### config.mk
export PLATFORM = sky130hd
export DESIGN_NAME = button_conditioner
export DESIGN_NICKNAME = d
export VERILOG_FILES = /design/src/rtl/button_pkg.sv /design/src/rtl/debounce_bit.sv /design/src/rtl/button_conditioner.sv
export SDC_FILE = /design/constraint.sdc
export NUM_CORES = 1
export LEC_CHECK = 0
export ABC_CLOCK_PERIOD_IN_PS = 2900
export CAP_MARGIN = 10
export CORE_UTILIZATION = 60
export CTS_BUF_LIST = sky130_fd_sc_hd__clkbuf_8
export CTS_CLUSTER_SIZE = 12
export DETAILED_ROUTE_END_ITERATION = 8
export PLACE_DENSITY_LB_ADDON = 0.08
export SLEW_MARGIN = 15
export SYNTH_ARGS = -nofsm -noshare
export SYNTH_HDL_FRONTEND = slang
export SYNTH_SLANG_ARGS = --single-unit
### constraint.sdc
create_clock -name clk -period 2.9 [get_ports clk]
set_input_delay 0.725 -clock clk [delete_from_list [all_inputs] [get_ports clk]]
set_output_delay 0.725 -clock clk [all_outputs]
set_load 0.1 [all_outputs]
### src/rtl/button_pkg.sv
`default_nettype none
// ============================================================================
// Module   : button_pkg
// Purpose  : Shared defaults and width helper for the button conditioner.
//            Optional feature macro: BUTTON_FALL_PULSE_EN (used by importers).
// Revision : 1.0 - initial release
// ============================================================================
package button_pkg;

  // Number of conditioned pins on the reference board.
  localparam int c_WIDTH_DEF          = 4;
  // 100 MHz / 62500 = 1.6 kHz sample rate.
  localparam int c_SAMPLE_CNT_MAX_DEF = 62500;
  // 200 samples at 1.6 kHz = 125 ms of stable high before a press counts.
  localparam int c_PULSE_CNT_MAX_DEF  = 200;

  // Bits needed to hold the values 0..max_val; never narrower than one bit,
  // so a degenerate range such as 0..0 still yields a legal vector.
  function automatic int cnt_width(input int max_val);
    int w;
    w = $clog2(max_val + 1);
    return (w < 1) ? 1 : w;
  endfunction

endpackage
`default_nettype wire

### src/rtl/debounce_bit.sv
`default_nettype none
// ============================================================================
// Module   : debounce_bit
// Purpose  : One conditioned input: 2-flop synchroniser, tick-driven
//            saturating qualification counter and clean-edge detector.
//            Optional feature macro: BUTTON_FALL_PULSE_EN (adds fall_pulse).
// Revision : 1.0 - initial release
// ============================================================================
module debounce_bit
  import button_pkg::*;
#(
  parameter int PULSE_CNT_MAX = c_PULSE_CNT_MAX_DEF
) (
  input  logic clk,
  input  logic rst_n,
  input  logic tick,
  input  logic in,
  output logic clean,
  output logic rise_pulse
`ifdef BUTTON_FALL_PULSE_EN
  ,
  output logic fall_pulse
`endif
);

  localparam int              c_CW       = cnt_width(PULSE_CNT_MAX);
  localparam logic [c_CW-1:0] c_CNT_FULL = c_CW'(PULSE_CNT_MAX);
  localparam logic [c_CW-1:0] c_CNT_ONE  = c_CW'(1);

  logic            r_sync0;
  logic            r_sync1;
  logic [c_CW-1:0] r_cnt;
  logic            r_clean_d;
  logic            w_clean;

  // Bring the asynchronous pin into the clk domain through two flops.
  always_ff @(posedge clk or negedge rst_n) begin
    if (!rst_n) begin
      r_sync0 <= 1'b0;
      r_sync1 <= 1'b0;
    end else begin
      r_sync0 <= in;
      r_sync1 <= r_sync0;
    end
  end

  // Count consecutive high samples on each tick; any low sample restarts.
  always_ff @(posedge clk or negedge rst_n) begin
    if (!rst_n) begin
      r_cnt <= '0;
    end else if (tick) begin
      if (!r_sync1) begin
        r_cnt <= '0;
      end else if (r_cnt != c_CNT_FULL) begin
        r_cnt <= r_cnt + c_CNT_ONE;
      end
    end
  end

  // Clean level is a decode of the registered counter, so it cannot glitch.
  assign w_clean = (r_cnt == c_CNT_FULL);

  // Delay the clean level by one cycle for edge detection.
  always_ff @(posedge clk or negedge rst_n) begin
    if (!rst_n) begin
      r_clean_d <= 1'b0;
    end else begin
      r_clean_d <= w_clean;
    end
  end

  assign clean      = w_clean;
  assign rise_pulse = w_clean & ~r_clean_d;
`ifdef BUTTON_FALL_PULSE_EN
  assign fall_pulse = ~w_clean & r_clean_d;
`endif

endmodule
`default_nettype wire

### src/rtl/button_conditioner.sv
`default_nettype none
// ============================================================================
// Module   : button_conditioner
// Purpose  : Synchronises, debounces and edge-detects WIDTH raw button or
//            switch pins using one shared sample timer.
//            Optional feature macro: BUTTON_FALL_PULSE_EN (adds fall_pulse).
// Revision : 1.0 - initial release
// ============================================================================
module button_conditioner
  import button_pkg::*;
#(
  parameter int WIDTH          = c_WIDTH_DEF,
  parameter int SAMPLE_CNT_MAX = c_SAMPLE_CNT_MAX_DEF,
  parameter int PULSE_CNT_MAX  = c_PULSE_CNT_MAX_DEF
) (
  input  logic             clk,
  input  logic             rst_n,
  input  logic [WIDTH-1:0] in,
  output logic [WIDTH-1:0] clean,
  output logic [WIDTH-1:0] rise_pulse
`ifdef BUTTON_FALL_PULSE_EN
  ,
  output logic [WIDTH-1:0] fall_pulse
`endif
);

  // Timer only needs to reach SAMPLE_CNT_MAX-1; with SAMPLE_CNT_MAX=1 it
  // sits at zero and tick is permanently high.
  localparam int              c_TW         = cnt_width(SAMPLE_CNT_MAX - 1);
  localparam logic [c_TW-1:0] c_TIMER_LAST = c_TW'(SAMPLE_CNT_MAX - 1);
  localparam logic [c_TW-1:0] c_TIMER_ONE  = c_TW'(1);

  logic [c_TW-1:0] r_timer;
  logic            w_tick;

  assign w_tick = (r_timer == c_TIMER_LAST);

  // Shared sample timer: counts 0..SAMPLE_CNT_MAX-1 and wraps.
  always_ff @(posedge clk or negedge rst_n) begin
    if (!rst_n) begin
      r_timer <= '0;
    end else if (w_tick) begin
      r_timer <= '0;
    end else begin
      r_timer <= r_timer + c_TIMER_ONE;
    end
  end

  // One independent conditioner per pin, all sampling on the same tick.
  for (genvar gi = 0; gi < WIDTH; gi++) begin : g_bit
    debounce_bit #(
      .PULSE_CNT_MAX (PULSE_CNT_MAX)
    ) u_debounce_bit (
      .clk        (clk),
      .rst_n      (rst_n),
      .tick       (w_tick),
      .in         (in[gi]),
      .clean      (clean[gi]),
      .rise_pulse (rise_pulse[gi])
`ifdef BUTTON_FALL_PULSE_EN
      ,
      .fall_pulse (fall_pulse[gi])
`endif
    );
  end

endmodule
`default_nettype wire

-- Word-level counts from Yosys, hierarchy flattened
Cells that the tools add are included.
- register bits: 60
- bits of input ports: 6
- output and inout port bits: 8
- word-level logic and storage cells: 56
- $add $sub $neg: 5
- equality and inequality tests: 13
- multiplexer cells: 9
- bitwise logic cells: 8
- reductions and logical operators: 4
- operator list (operator ; number):
    $mux W8 ; 8
    $add A8 B1 Y8 const B ; 4
    $eq A8 B8 Y1 const B ; 4
    $ne A8 B8 Y1 const B ; 4
    $add A16 B1 Y16 const B ; 1
    $eq A16 B16 Y1 const B ; 1
    $mux W16 ; 1
    $ne A2 B2 Y1 const B ; 4
    $reduce_and A2 Y1 ; 4
    $and A1 B1 Y1 ; 4
    $not A1 Y1 ; 4

-- Logic depth before layout (Yosys ltp)
Gate-level depths: netlist (run 1).
- word-level depth: 3
- gate-level depth with buffers: 7
- gate-level depth less buffers: 7

-- Modules after synthesis
From an unflattened synthesis (run 1), not the netlist that was laid out.
- cells, all modules: 292
- area total of the unflattened synthesis: 3031.7 µm²
- modules (own cells, without submodules) (module ; instances ; cells an instance ; area an instance (µm²) ; sequential area each (µm²)):
    debounce_bit ; 4 ; 56 ; 569.3 ; 275.3
    button_conditioner ; 1 ; 68 ; 754.5 ; 400.4

-- Worst setup path after synthesis (run 1)
OpenSTA, ideal clock, no wires.
- path type: reg-to-output
- start: register g_bit[2].u_debounce_bit.r_cnt[0]
- end: output port rise_pulse[2]
- arrival: 1.687 ns
- data required time: 2.175 ns
- slack: 0.488 ns
- cell stages (with the launch flop): 7
- buffers on the path: 1
- cell sequence: dfrtp_1 inv_1 ha_1 nand2_1 nor4_1 nor2b_1 buf_4
- cells in the longest elaborated chain, start to end: 2
- ends and longest elaborated chain (what ; line ; text):
    from (decl) ; debounce_bit.sv:32 ; logic [c_CW-1:0] r_cnt;
    from (signal assigned) ; debounce_bit.sv:55 ; r_cnt <= r_cnt + c_CNT_ONE;
    $eq A8 B8 Y1 ; debounce_bit.sv:61 ; assign w_clean = (r_cnt == c_CNT_FULL);
    named net g_bit[2].u_debounce_bit.clean ; debounce_bit.sv:18 ; output logic clean,
    $and A1 B1 Y1 ; debounce_bit.sv:73 ; assign rise_pulse = w_clean & ~r_clean_d;
    to (decl) ; button_conditioner.sv:20 ; output logic [WIDTH-1:0] rise_pulse
The timed path passes the listed nets, and every way through them passes these cells.

-- Worst setup path after layout (run 1)
- start: register g_bit[0].u_debounce_bit.r_cnt[0]
- end: output port clean[0]
- cells in the longest elaborated chain, start to end: 1
- ends and longest elaborated chain (what ; line ; text):
    from (decl) ; debounce_bit.sv:32 ;
    from (signal assigned) ; debounce_bit.sv:55 ;
    $eq A8 B8 Y1 ; debounce_bit.sv:61 ;
    to (decl) ; button_conditioner.sv:19 ; output logic [WIDTH-1:0] clean,
Every way passes these cells.

==> impl_results.md, run 1 <==
- Wirelength per Cell: 14.1 um
- Vias in the first global route: 2099
- Share of layout cells above drive strength 1: 0.113
- Worst r2r dst: g_bit[1].u_debounce_bit.r_cnt[1]$_DFFE_PN0P_
- Row count: 25
- Pre-antenna DRT Iters: 4
- Max FO, Critical Path: 5
- Clock sink total: 60
- Initial antenna violation count: 0
- CTS tree: yes
- CTS max path bufs: 2
- Max-cap viol count: 0
- Total GRT Usage: 0.240
- Largest stage delay, worst path: 0.52 ns
- Startpoint Class: flop
- Nets: 329
- Synth top area share: 0.505
- # port buffers: 13
- Final hold vios: 0
- Crit Path Class: flop to output pin
- Syn nets: 318
- Outcome: completed
- Latest clock arrival within the worst-skew pair: 0.35 ns
- FFs w/ async S/R, synth: 1.00
- RSZ-0062 raised after global routing: no
- Largest delay contributor family on the critical path: simple AND/OR/NAND/NOR gates
- Area Overhead vs Synth: 15.1%
- Antenna diodes: 0
- DRC errors left: 0
- Mapped Cells: 303
- Fin crit period: 2.74 ns
- R2r startpoint: r_timer[8]$_DFF_PN0_
- Die height: 72.4 um
- Most frequent CP cell: inv_1
- Initial Util: 0.625
- Setup TNS: 0 ns
- Reg-to-reg setup timing slack: 0.44 ns
- Avg Cell Area, Syn: 9.80 um2
- Largest cells by area after synthesis: dfrtp_1 51%, nand2_1 4.5%, nand3_1 4.0%, ha_1 3.8%, o21ai_0 3.2%
- Routed wire length: 5.44 mm
- Final setup fails: 0
- Crit path cell chain: inv_1 > ha_1 > nand4_1 > or4_1 > inv_1 > buf_12
- Seq/Total Area, Yosys: 0.505
- Pleak: 1.47 nW
- Yosys reg bits: 60
- Postcts setup bufs: 0
- Hold EP: g_bit[1].u_debounce_bit.r_sync1$_DFF_PN0_
- Max-slew violations: 0
- CP bufs+invs: 3
- Most common cell in the netlist: dfrtp_1
- Slowest CP cell: or4_1
- Arr. time, crit path: 2.01 ns
- Synth warnings: 0
- CP endpoint kind: output pin
- Hold depth: 0
- Largest net degree at the start of global routing: 38
- Gpl congestion: 0.811
- Post-synth top cells: 60 x dfrtp_1, 36 x nand2_1, 24 x nand3_1
- FF-to-FF path depth: 5
- Min-delay src: g_bit[1].u_debounce_bit.r_sync0$_DFF_PN0_
- Top_reg_cell synth: dfrtp_1
- Critical path depth in cells: 6
- Distinct cell type count of the synthesized netlist: 43
- Antenna-violating nets left: 0
- Vias/cell: 5.78
- Num CTS Buffers: 9
- Max_slew headroom: 0.626
- H-tree Lvls: 3
- Core Footprint: 4750 um2
- Hold/Removal Path Class: flop to flop
- Final Skew: 0.00882 ns
- Area leader, netlist: dfrtp_1
- Drt first-iter violations: 74
- Post-synthesis instance area: 2970 um2
- Hpwl dp: 3.63 mm
- Post-synth EDFFs: 0
- I/O pins: 14
- Worst Tran Pin Value: 0.561 ns
- Die ar.: 5240 um2
- Period utilisation layout: 0.944
- Clk root buf: clkbuf_8
- F_max: 365 MHz
- Via count: 2231
- PD cells: 481 nW/um2
- GR Overflow Total: 0
- First-pass GRT wire length: 9.51 mm
- Total power: 1.64 mW
- Clk slew on worst S/H paths: 0.07 ns
- Die extent in x: 72.4 um
- Worst EP required: 2.17 ns
- Max VDD drop: 0.360 mV
cell usage in the layout (no fill, tap or decap), types with 11 or more instances in the layout:
| cell | instances |
|---|---|
| o21ai_0 | 19 |
| dfrtp_1 | 60 |
| clkbuf_8 | 11 |
| nand2_1 | 36 |
| nand3_1 | 24 |
| nor2_1 | 12 |
| inv_1 | 18 |
cells by family after synthesis:
family | count (synthesis) | share of synthesized area
simple gates | 128 | 0.230
flops | 60 | 0.505
compound gates | 56 | 0.125
buf+inv | 35 | 0.0556
xor+xnor | 11 | 0.0324
fa+ha+maj | 9 | 0.0379
mux | 4 | 0.0135
report_power, final:
group	total [mW]	switching (mW)	internal (mW)
logic	0.0323	0.0190	0.0133
registers	0.852	0.00932	0.843
clock network	0.760	0.323	0.437
total	1.64	0.351	1.29
routing by layer:
metal | GRT usage | vias up | wire length [um]
met5 | 0 | - | 0
li1 | - | 1100 | -
met4 | 0.113 | 0 | 109
met2 | 0.380 | 34 | 2660
met1 | 0.310 | 1089 | 2510
met3 | 0.0597 | 8 | 161
what timing repair did:
action,4_1_cts,5_1_grt
setup endpoints to repair,0,1
hold buffers,0,0
gates resized for setup,0,1
worst max-delay path by stage:
stage                                                            start                                           end  slack (ns)
after global placement                            r_timer[8]$_DFF_PN0_  g_bit[2].u_debounce_bit.r_cnt[2]$_DFFE_PN0P_        0.48
after CTS                 g_bit[0].u_debounce_bit.r_cnt[0]$_DFFE_PN0P_                                 rise_pulse[0]        0.09
after global routing      g_bit[0].u_debounce_bit.r_cnt[0]$_DFFE_PN0P_                                      clean[0]        0.02
after floorplan           g_bit[2].u_debounce_bit.r_cnt[0]$_DFFE_PN0P_                                 rise_pulse[2]        0.49
final                     g_bit[0].u_debounce_bit.r_cnt[0]$_DFFE_PN0P_                                      clean[0]        0.16
after detailed placement                          r_timer[8]$_DFF_PN0_  g_bit[1].u_debounce_bit.r_cnt[1]$_DFFE_PN0P_        0.41
sequential cells by signal (all words and copies together), names as in the netlist:
signal                          flops
r_timer                            16
g_bit.u_debounce_bit.r_cnt         32
g_bit.u_debounce_bit.r_sync1        4
g_bit.u_debounce_bit.r_clean_d      4
g_bit.u_debounce_bit.r_sync0        4
per-stage QoR:
| step | cell area [um2] | worst slack, ns | utilization | instances | hold slack, ns |
|---|---|---|---|---|---|
| finish | 3420 | 0.163 | 0.719 | 386 | 0.347 |
| global route | 3420 | 0.0229 | 0.719 | 386 | 0.368 |
| CTS | 3420 | 0.0906 | 0.719 | 386 | 0.353 |
| detailed placement | 3210 | 0.412 | 0.676 | 370 | 0.336 |
| global placement | 3210 | 0.483 | 0.676 | 370 | 0.332 |
| floorplan | 2970 | 0.488 | - | 303 | 0.331 |
final cells by class:
class | count | area [um2]
Timing Repair Buffer | 18 | 255
Fill cell | 361 | 1340
Clock buffer | 11 | 151
Tap cell | 67 | 83.8
Multi-Input combinational cell | 208 | 1310
Inverter | 17 | 63.8
Clock inverter | 5 | 51.3
Sequential cell | 60 | 1500
worst register-to-register path, cell delays in order (launching register included):
cell and delay, ns:
dfrtp_1 0.41, or4_1 0.56, or4_1 0.75, buf_4 0.32, a21oi_1 0.21, o22ai_1 0.11
(Power assumes the default switching activity.)
==> inputs of run 2 (changes only) <==
ABC_CLOCK_PERIOD_IN_PS = 3100   (was 2900)
PLACE_DENSITY = 0.9   (was not set)
PLACE_DENSITY_LB_ADDON = not set   (was 0.08)
clock period = 3.1 ns   (was 2.9 ns; I/O delays follow)
==> run 2 against run 1 <==
Effect of this change:
- clock skew decreased by 0.0014 ns
- via count is 4.4% higher
- utilization is 1.5 points lower
- routed wire length rose by 6.7%
- largest power group unchanged
==> impl_results.md, run 2 (synthesis gave the netlist of run 1 again) <==
- Outcome: completed
- Final Skew: 0.00743 ns
- Max FO, Critical Path: 5
- Worst r2r dst: g_bit[0].u_debounce_bit.r_cnt[3]$_DFFE_PN0P_
- Antenna diodes: 0
- Period utilisation layout: 0.915
- # port buffers: 13
- FF-to-FF path depth: 5
- Reg-to-reg setup timing slack: 0.63 ns
- Max-slew violations: 0
- Drt first-iter violations: 164
- Initial antenna violation count: 0
- Largest stage delay, worst path: 0.51 ns
- Max-cap viol count: 0
- Clk root buf: clkbuf_8
- Row count: 25
- CP bufs+invs: 2
- Largest net degree at the start of global routing: 26
- PD cells: 423 nW/um2
- I/O pins: 14
- Largest delay contributor family on the critical path: simple AND/OR/NAND/NOR gates
- Arr. time, crit path: 2.06 ns
- Clock sink total: 60
- Die ar.: 5240 um2
- CTS max path bufs: 2
- Final WS setup: 0.263 ns
- Vias/cell: 6.02
- Post-Place Setup Slack: 0.653 ns
- Clk pwr share: 0.416
- Min-delay src: g_bit[2].u_debounce_bit.r_sync0$_DFF_PN0_
- Antenna-violating nets left: 0
- Max reg flops: 32
- Most frequent cells in the layout: 60 x dfrtp_1, 36 x nand2_1, 24 x nand3_1
- Commonest non-fill, non-tap cell in the layout: dfrtp_1
- Core Footprint: 4750 um2
- Hpwl dp: 3.89 mm
- Routed wire length: 5.81 mm
- End of the critical path: rise_pulse[0]
- Setup TNS: 0 ns
- Vias in the first global route: 2240
- Die height: 72.4 um
- CTS tree: yes
- Max VDD drop: 0.279 mV
- Seq pwr share: 0.563
- Crit Path Class: flop to output pin
- Largest regs: g_bit.u_debounce_bit.r_cnt x32, r_timer x16
- GR Overflow Total: 0
- Final hold vios: 0
- Hold_ws: 0.346 ns
- Num CTS Buffers: 9
- Worst Tran Pin Value: 0.776 ns
- Via count: 2330
- Startpoint Class: flop
- Max_slew headroom: 0.479
- Worst EP required: 2.32 ns
- Final setup fails: 0
- Gpl congestion: 0.804
- Share of layout cells above drive strength 1: 0.103
- First-pass GRT wire length: 9.95 mm
- Fin crit period: 2.84 ns
- Die extent in x: 72.4 um
- Wirelength per Cell: 15.0 um
- Cell internal pwr: 1.10 mW
- Critical path depth in cells: 6
- Latest clock arrival within the worst-skew pair: 0.34 ns
- RSZ-0062 raised after global routing: no
- Postcts setup bufs: 0
- Hold/Removal Path Class: flop to flop
- Total GRT Usage: 0.254
- R2r startpoint: r_timer[8]$_DFF_PN0_
- Nets: 330
- Slowest CP cell: or4_1
- Hold_buf cts: 0
- Largest Register: g_bit.u_debounce_bit.r_cnt
- Pre-antenna DRT Iters: 4
- DRC errors left: 0
- Clk slew on worst S/H paths: 0.06 ns
- Crit path cell chain: inv_1 > ha_1 > nand4_1 > or4_1 > nor2_1 > buf_12
- CP endpoint kind: output pin
- Combinational share of power: 0.021
- H-tree Lvls: 3
- F_max: 353 MHz
- Switching share of power: 0.225
- Post-CTS sizing: 0
- Net Sw Power: 0.319 mW
- CP Launch Point: g_bit[0].u_debounce_bit.r_cnt[0]$_DFFE_PN0P_
- Area Overhead vs Synth: 12.7%
- Filler cells: 356
- Pleak: 1.46 nW
- Initial Util: 0.625
-- run 2: final cells by class --
| type | instances | area [um2] | share of cell area |
|---|---|---|---|
| Sequential cell | 60 | 1500 | 0.449 |
| Multi-Input combinational cell | 208 | 1310 | 0.391 |
| Timing Repair Buffer | 19 | 225 | 0.0673 |
| Clock buffer | 10 | 138 | 0.0411 |
| Tap cell | 67 | 83.8 | 0.0250 |
| Inverter | 17 | 63.8 | 0.0191 |
| Clock inverter | 6 | 25.0 | 0.00748 |
-- run 2: worst min-delay path by stage --
| stage | depth (start not counted) | to |
|---|---|---|
| 6_report | 0 | g_bit[2].u_debounce_bit.r_sync1$_DFF_PN0_ |
| 5_1_grt | 0 | g_bit[3].u_debounce_bit.r_sync1$_DFF_PN0_ |
| 4_1_cts | 0 | g_bit[2].u_debounce_bit.r_sync1$_DFF_PN0_ |
| 3_5_place_dp | 0 | g_bit[2].u_debounce_bit.r_sync1$_DFF_PN0_ |
| 3_3_place_gp | 0 | g_bit[0].u_debounce_bit.r_sync1$_DFF_PN0_ |
| 2_1_floorplan | 0 | g_bit[0].u_debounce_bit.r_sync1$_DFF_PN0_ |
-- run 2: worst reg2reg max path, delay by kind of cell (launching register included) --
kind	cells	cell delay [ns]
AOI/OAI and AO/OA	1	0.25
and+or+nand+nor	3	1.40
DFF	1	0.42
buffers and inverters	1	0.31
-- run 2: power groups by stage --
stage | Sequential, mW | Clock, mW | Combinational, mW
after floorplan | 0.805 | 0 | 0.0123
after global placement | 0.811 | 0 | 0.0296
after detailed placement | 0.811 | 0 | 0.0304
after CTS | 0.797 | 0.605 | 0.0304
after global routing | 0.797 | 0.632 | 0.0341
final | 0.797 | 0.590 | 0.0291
-- run 2: stage by stage --
stage / area (um2) / std cells / util / power [mW]
floorplan: 2970 / 303 / - / 0.817
global placement: 3180 / 371 / 0.670 / 0.841
detailed placement: 3180 / 371 / 0.670 / 0.842
CTS: 3350 / 387 / 0.704 / 1.43
global route: 3350 / 387 / 0.704 / 1.46
finish: 3350 / 387 / 0.704 / 1.42
-- run 2: layer usage --
layer / GRT usage / vias to the layer above / share of wire
li1: - / 1110 / -
met1: 0.308 / 1151 / 0.45
met2: 0.412 / 54 / 0.48
met3: 0.0819 / 15 / 0.040
met4: 0.118 / 0 / 0.020
met5: 0 / - / 0
